### src/rtl/led_sequencer.sv
// led_sequencer: table-driven LED blink pattern player on a prescaled tick
module led_sequencer #(
  parameter int DEPTH    = 8,
  parameter int DUR_W    = 16,
  parameter int PRESCALE = 12000
) (
  input  logic                     clk,
  input  logic                     rst,
  input  logic                     wr_en,
  input  logic [$clog2(DEPTH)-1:0] wr_addr,
  input  logic                     wr_level,
  input  logic [DUR_W-1:0]         wr_dur,
  input  logic                     wr_last,
  input  logic                     start,
  input  logic                     stop,
  input  logic                     loop,
  output logic                     busy,
  output logic                     done,
  output logic [$clog2(DEPTH)-1:0] step_idx,
  output logic                     out
);
  localparam int AW = $clog2(DEPTH);
  localparam int PW = PRESCALE > 1 ? $clog2(PRESCALE) : 1;
  typedef enum logic {IDLE, RUN} state_t;
  state_t state, state_n;
  logic [DEPTH-1:0] level, last;
  logic [DUR_W-1:0] dur [DEPTH];
  logic [PW-1:0] pre_cnt, pre_n;
  logic [DUR_W-1:0] dur_cnt, dur_n, dur_max;
  logic [AW-1:0] idx_n, idx_inc;
  logic out_n, busy_n, done_n, tick, step_end, at_end;
  assign tick = pre_cnt == PW'(PRESCALE - 1);
  assign dur_max = dur[step_idx] == '0 ? '0 : dur[step_idx] - DUR_W'(1);
  assign step_end = tick && dur_cnt == dur_max;
  assign at_end = last[step_idx] || step_idx == AW'(DEPTH - 1);
  assign idx_inc = step_idx + AW'(1);
  always_comb begin
    state_n = state;
    out_n = 1'b0;
    busy_n = 1'b0;
    done_n = 1'b0;
    idx_n = '0;
    pre_n = '0;
    dur_n = '0;
    if (state == IDLE) begin
      if (start && !stop) begin
        state_n = RUN;
        busy_n = 1'b1;
        out_n = level[0];
      end
    end else if (stop) begin
      state_n = IDLE;
    end else begin
      busy_n = 1'b1;
      pre_n = tick ? '0 : pre_cnt + PW'(1);
      dur_n = step_end ? '0 : dur_cnt + DUR_W'(tick);
      idx_n = step_idx;
      out_n = out;
      if (step_end && !at_end) begin
        idx_n = idx_inc;
        out_n = level[idx_inc];
      end else if (step_end && loop) begin
        idx_n = '0;
        out_n = level[0];
      end else if (step_end) begin
        state_n = IDLE;
        busy_n = 1'b0;
        done_n = 1'b1;
        idx_n = '0;
        out_n = 1'b0;
      end
    end
  end
  always_ff @(posedge clk) begin
    if (rst) begin
      state <= IDLE;
      out <= 1'b0;
      busy <= 1'b0;
      done <= 1'b0;
      step_idx <= '0;
      pre_cnt <= '0;
      dur_cnt <= '0;
      level <= '0;
      last <= '0;
      for (int i = 0; i < DEPTH; i++) dur[i] <= '0;
    end else begin
      state <= state_n;
      out <= out_n;
      busy <= busy_n;
      done <= done_n;
      step_idx <= idx_n;
      pre_cnt <= pre_n;
      dur_cnt <= dur_n;
      if (wr_en && state == IDLE) begin
        level[wr_addr] <= wr_level;
        dur[wr_addr] <= wr_dur;
        last[wr_addr] <= wr_last;
      end
    end
  end
endmodule

### config.mk
export PLATFORM = sky130hd
export DESIGN_NAME = led_sequencer
export DESIGN_NICKNAME = d
export VERILOG_FILES = /design/src/rtl/led_sequencer.sv
export SDC_FILE = /design/constraint.sdc
export NUM_CORES = 1
export LEC_CHECK = 0
export BUFFER_PORTS_ARGS = -buffer_cell sky130_fd_sc_hd__buf_2
export CAP_MARGIN = 20
export CORE_AREA = 5 5 158 160
export CTS_BUF_LIST = sky130_fd_sc_hd__clkbuf_8 sky130_fd_sc_hd__clkbuf_16
export DETAILED_ROUTE_END_ITERATION = 8
export DIE_AREA = 0 0 163 165
export GPL_ROUTABILITY_DRIVEN = 0
export PLACE_DENSITY = 0.52
export SYNTH_ARGS = -nofsm -noshare
export SYNTH_HDL_FRONTEND = slang
export SYNTH_SLANG_ARGS = --single-unit
### constraint.sdc
create_clock -name clk -period 5.4 [get_ports clk]
set_clock_uncertainty 0.2 [all_clocks]
set_input_delay 0.54 -clock clk [delete_from_list [all_inputs] [get_ports clk]]
set_output_delay 0.54 -clock clk [all_outputs]
set_load 0.02 [all_outputs]
# ---- Word level (Yosys, flattened, before mapping)
# Memory sizes are Yosys's and may differ from the RTL's. A register that Yosys moved wholly into a read port is not among the register bits.
# Index checks and enable logic that the tools add are counted.
dict set report word_totals {
  out_inout_bits 6
  in_bits 27
  reg_bits 52
  memories 1
  word_cells 73
  ram_bits 128
}
dict set report classes {
  n_lt_le_gt_ge 4
  add_sub_neg 4
  n_reduce_logical 16
  n_eq_ne 4
  n_mux 35
  bitwise 1
}
# memory depth width rd rd_ports_with_merged_regs wr line
set mem_list {}
lappend mem_list {dur 8 16 1 1 8 27} ;# logic [DUR_W-1:0] dur [DEPTH];
# cell count
set op_table {}
lappend op_table {{$mux 16} 2}
lappend op_table {{$mux 1} 22}
lappend op_table {{$mux 3} 6}
lappend op_table {{$add 16x1->16} 1}
lappend op_table {{$bwmux 8} 2}
lappend op_table {{$eq 16x16->1} 1}
lappend op_table {{$logic_not 16->1} 1}
lappend op_table {{$reduce_or 16->1} 1}
lappend op_table {{$sub 16x1->16 const B} 1}
lappend op_table {{$add 14x1->14 const B} 1}
lappend op_table {{$eq 14x14->1 const B} 1}
lappend op_table {{$lt 3x4->1 const B} 3}
lappend op_table {{$reduce_or 4->1} 2}
lappend op_table {{$bmux 1 s3} 2}
lappend op_table {{$logic_and 1x1->1} 6}
lappend op_table {{$ne 5x2->1 const B} 1}
lappend op_table {{$reduce_or 5->1} 1}
lappend op_table {{$add 3x1->3 const B} 1}
lappend op_table {{$demux 1 s3} 1}
lappend op_table {{$eq 3x3->1 const B} 1}
lappend op_table {{$ge 3x1->1 const B} 1}
lappend op_table {{$reduce_bool 3->1} 1}
lappend op_table {{$reduce_or 3->1} 1}
lappend op_table {{$logic_not 1->1} 2}
lappend op_table {{2 further kinds} 2}

# ---- Depth between registers and ports, before layout
dict set report depth {
  ltp_word 9
  depth_mapped 18
}

# ---- Least setup slack after synthesis
# OpenSTA, ideal clock, no wires.
dict set report synth_timing {
  path_type {register to register}
  startpoint {reg with a tool-made name}
  endpoint {reg dur_cnt[7]}
  arrival_time_ns 3.689
  slack_ns 1.396
  stages_incl_launch_ff 18
  required_time_ns 5.085
  setup_ns 0.115
  synth_period_minus_slack_ns 4.004
  n_path_buf 5
  path_cell_list {dfxtp_1 -> buf_6 -> buf_6 -> mux4_2 -> mux2_4 -> clkinv_2 -> ha_1 -> clkbuf_1 -> inv_1 -> nor3_2 -> a31oi_1 -> a2111oi_2 -> nand4_1 -> nor4_4 -> nand2b_1 -> buf_4 -> buf_6 -> nor2_1}
}
# item line
set synth_lines {}
lappend synth_lines {{end signal, assigned} 93} ;# dur_cnt <= dur_n;
lappend synth_lines {{end, declared} 29} ;# logic [DUR_W-1:0] dur_cnt, dur_n, dur_max;

==> impl_metrics.csv <==
group,metric,value,unit
cts,cts_buffer_depth,2,
cts,cts_max_level,4,
cts,cts_tree,"done",
yosys,syn_area,0.00919,mm²
drt,drtPass1Iterations,5,
flow_run,max_cap_violations,0,
drt,dr.first_iter.drc_count,553,
cts,cts_root_buf,"clkbuf_16",
yosys,yosysUniqueCellTypes,72,
timing,whs,0.133,ns
placement,dp_hpwl,14.8,mm
yosys,synthArstFlopShare,0,
run_status,status,"finished clean",
floorplan,dieHeight,165,µm
drt,drc,0,
yosys,synthesis.instances,740,
worst_setup_path,critPathKind,"flop to flop",
floorplan,pin_count,33,
cts,clock_sinks,183,
yosys,ys.flop_type,"edfxtp_1",
worst_setup_path,cp_slowest_cell,"mux4_2",
timing,tns,0,ns
power_and_ir_drop,power_density,293,mW/mm²
yosys,synthesis.nets,773,
drt,vias,5831,
floorplan,die_area,0.0269,mm²
grt,grt_antenna_before_repair,0,
cts,cts_hold_buf,0,
placement,port_buffers,32,
floorplan,dieWidth,163,µm
timing,tightestPinTransition,0.996,ns
worst_setup_path,crit_fanout,16,
worst_setup_path,cp-start-kind,"flop",
timing,maxSlewViolCount,0,
worst_setup_path,worstPathRequired,5.48,ns
timing,max_slew_margin,0.335,
grt,grt_max_degree,20,
yosys,ys_ff_latch,183,
drt,wl,22.4,mm
timing,fmax,209,MHz
yosys,synth-edff-count,128,
timing,finalSetupViolations,0,
final_layout,antenna_cells,0,
cts,clk_pin_slew_worst_paths,0.07,ns
worst_setup_path,endpoint_kind,"flop",
grt,grt_pass1_vias,5890,
cts,post_cts_buffers,0,
grt,overflow,0,
worst_setup_path,path_buf_inv,2,
floorplan,start_util,0.395,
timing,hold_viol,0,
worst_setup_path,critical_path.top_delay_family,"simple AND/OR/NAND/NOR gates",
grt,grt_pass1_wl,34.9,mm
cts,clk_latency,0.43,ns
yosys,synth_area_per_cell,12.4,µm²
worst_setup_path,cpPeakStageDelay,0.58,ns
cts,cts_resized,0,
drt,vias_per_cell,5.34,
power_and_ir_drop,vdd_ir_drop_max,166,µV
grt,grt_usage,0.172,
worst_setup_path,cp.arrival,4.86,ns
cts,cts_buffers,17,
timing,rsz0062_at_grt,"no",
final_layout,area.growth.synth_to_final,11.7,%
yosys,ys_warn_count,0,
worst_hold_path,min_path_type,"input pin to flop",
final_layout,num-nets-final,793,
floorplan,core-area,0.0233,mm²
worst_setup_path,crit_chain,"mux4_2 > mux2_2 > inv_2 > ha_1 > inv_1 > nor3_2 > a31oi_1 > a2111oi_2 > nand4_1 > nor4_4 > nand2b_1 > nor2_1",
drt,routedWlPerCell,20.5,µm
timing,period_needed,4.78,ns
timing,finalCritPeriodShare,0.885,
power_and_ir_drop,power.leakage,0.00356,µW
floorplan,fp-row-count,56,
yosys,ys_seq_area_frac,0.538,
final_layout,drive_gt1_frac,0.182,
drt,ant_nets,0,
==> synth_stat cells (13+ instances only) <==
master / instances / area, µm²
edfxtp_1: 128 / 3840
nor3_1: 15 / 75.1
inv_1: 25 / 93.8
and2_1: 133 / 832
nor2_1: 52 / 195
nand2_1: 23 / 86.3
a22o_1: 17 / 149
a21oi_1: 13 / 65.1
clkbuf_1: 18 / 67.6
dfxtp_1: 55 / 1100
mux4_2: 34 / 766
xnor2_1: 22 / 193
nand3_1: 26 / 130
==> per-stage QoR <==
| step | instances | total power (µW) | utilization | cell area [µm²] | worst slack [ns] |
|---|---|---|---|---|---|
| 2_1_floorplan | 740 | 1690 | - | 9190 | 1.40 |
| 3_3_place_gp | 1060 | 1760 | 0.415 | 9660 | 0.750 |
| 3_5_place_dp | 1060 | 1760 | 0.415 | 9660 | 0.614 |
| 4_1_cts | 1092 | 3030 | 0.441 | 10300 | 0.558 |
| 5_1_grt | 1092 | 3100 | 0.441 | 10300 | 0.128 |
| 6_report | 1092 | 3010 | 0.441 | 10300 | 0.621 |
==> flip-flops by register name (all words and copies together), names as in the netlist, named ones only <==
register	cells
dur	128
dur_cnt	16
pre_cnt	14
last	8
level	8
step_idx	3
done	1
out	1
state	1
==> routing by layer <==
layer | track usage | part of all wire | up-vias
met5 | 0 | 0 | -
met4 | 0.0538 | 0.017 | 0
met3 | 0.0270 | 0.032 | 25
met2 | 0.301 | 0.51 | 129
met1 | 0.221 | 0.44 | 2905
li1 | - | - | 2772
==> layout make-up <==
type,count,area [µm²]
fillers,2147,13000
flip-flops and latches,183,4950
multi-input cells,493,3990
clock buffers,17,425
well taps,319,399
repair buffers,38,218
clock inverters,15,178
inverters,27,103
==> cells in the final DEF (no fill, tap or decap), drive strengths merged, types with 5 or more instances in the layout <==
cell type / n
and2: 133
mux4: 34
edfxtp: 128
dfxtp: 55
nor2b: 5
and3: 9
nand2: 24
a31oi: 6
nor3: 16
clkinv: 6
xor2: 11
buf: 38
nand3: 27
mux2i: 18
nor2: 52
nor4: 7
nand2b: 6
clkbuf: 17
a21oi: 14
mux2: 6
inv: 35
o21ai: 8
nand4: 12
a22o: 17
ha: 6
xnor2: 22
==> path summary, 6_finish.rpt <==
| path | start | endpoint | slack (ns) | cells past startpoint |
|---|---|---|---|---|
| worst max register to register | flop | dur_cnt[0]$_SDFF_PP0_ | 0.62 | 12 |
| worst min register to register | last[1]$_SDFFE_PP0P_ | last[1]$_SDFFE_PP0P_ | 0.28 | 1 |
| worst max-delay path | flop | dur_cnt[0]$_SDFF_PP0_ | 0.62 | 12 |
| worst min-delay path | loop | done$_SDFF_PP0_ | 0.13 | 2 |
==> where the power goes <==
group	switching (µW)	total, µW	internal, µW
registers	13.5	1560	1540
logic	117	172	54.3
clock network	611	1280	665
==> worst reg2reg max path, cell delays in order (launching register included) <==
cell,delay [ns]
dfxtp_2,0.54
mux4_2,0.58
mux2_2,0.34
inv_2,0.14
ha_1,0.38
inv_1,0.16
nor3_2,0.34
a31oi_1,0.15
a2111oi_2,0.35
nand4_1,0.29
nor4_4,0.51
nand2b_1,0.56
nor2_1,0.12
==> logic make-up (layout without fill, tap and decap cells) <==
kind of cell | after synthesis | in the layout | synth area share
buffers and inverters | 64 | 97 | 0.0334
XOR/XNOR | 33 | 33 | 0.0315
multiplexers | 58 | 58 | 0.122
flip-flops | 183 | 183 | 0.538
AND/OR/NAND/NOR | 313 | 313 | 0.198
AO/OA/AOI/OAI | 83 | 83 | 0.0681
adder cells (fa/ha/maj) | 6 | 6 | 0.00817
(Power assumes the default switching activity.)
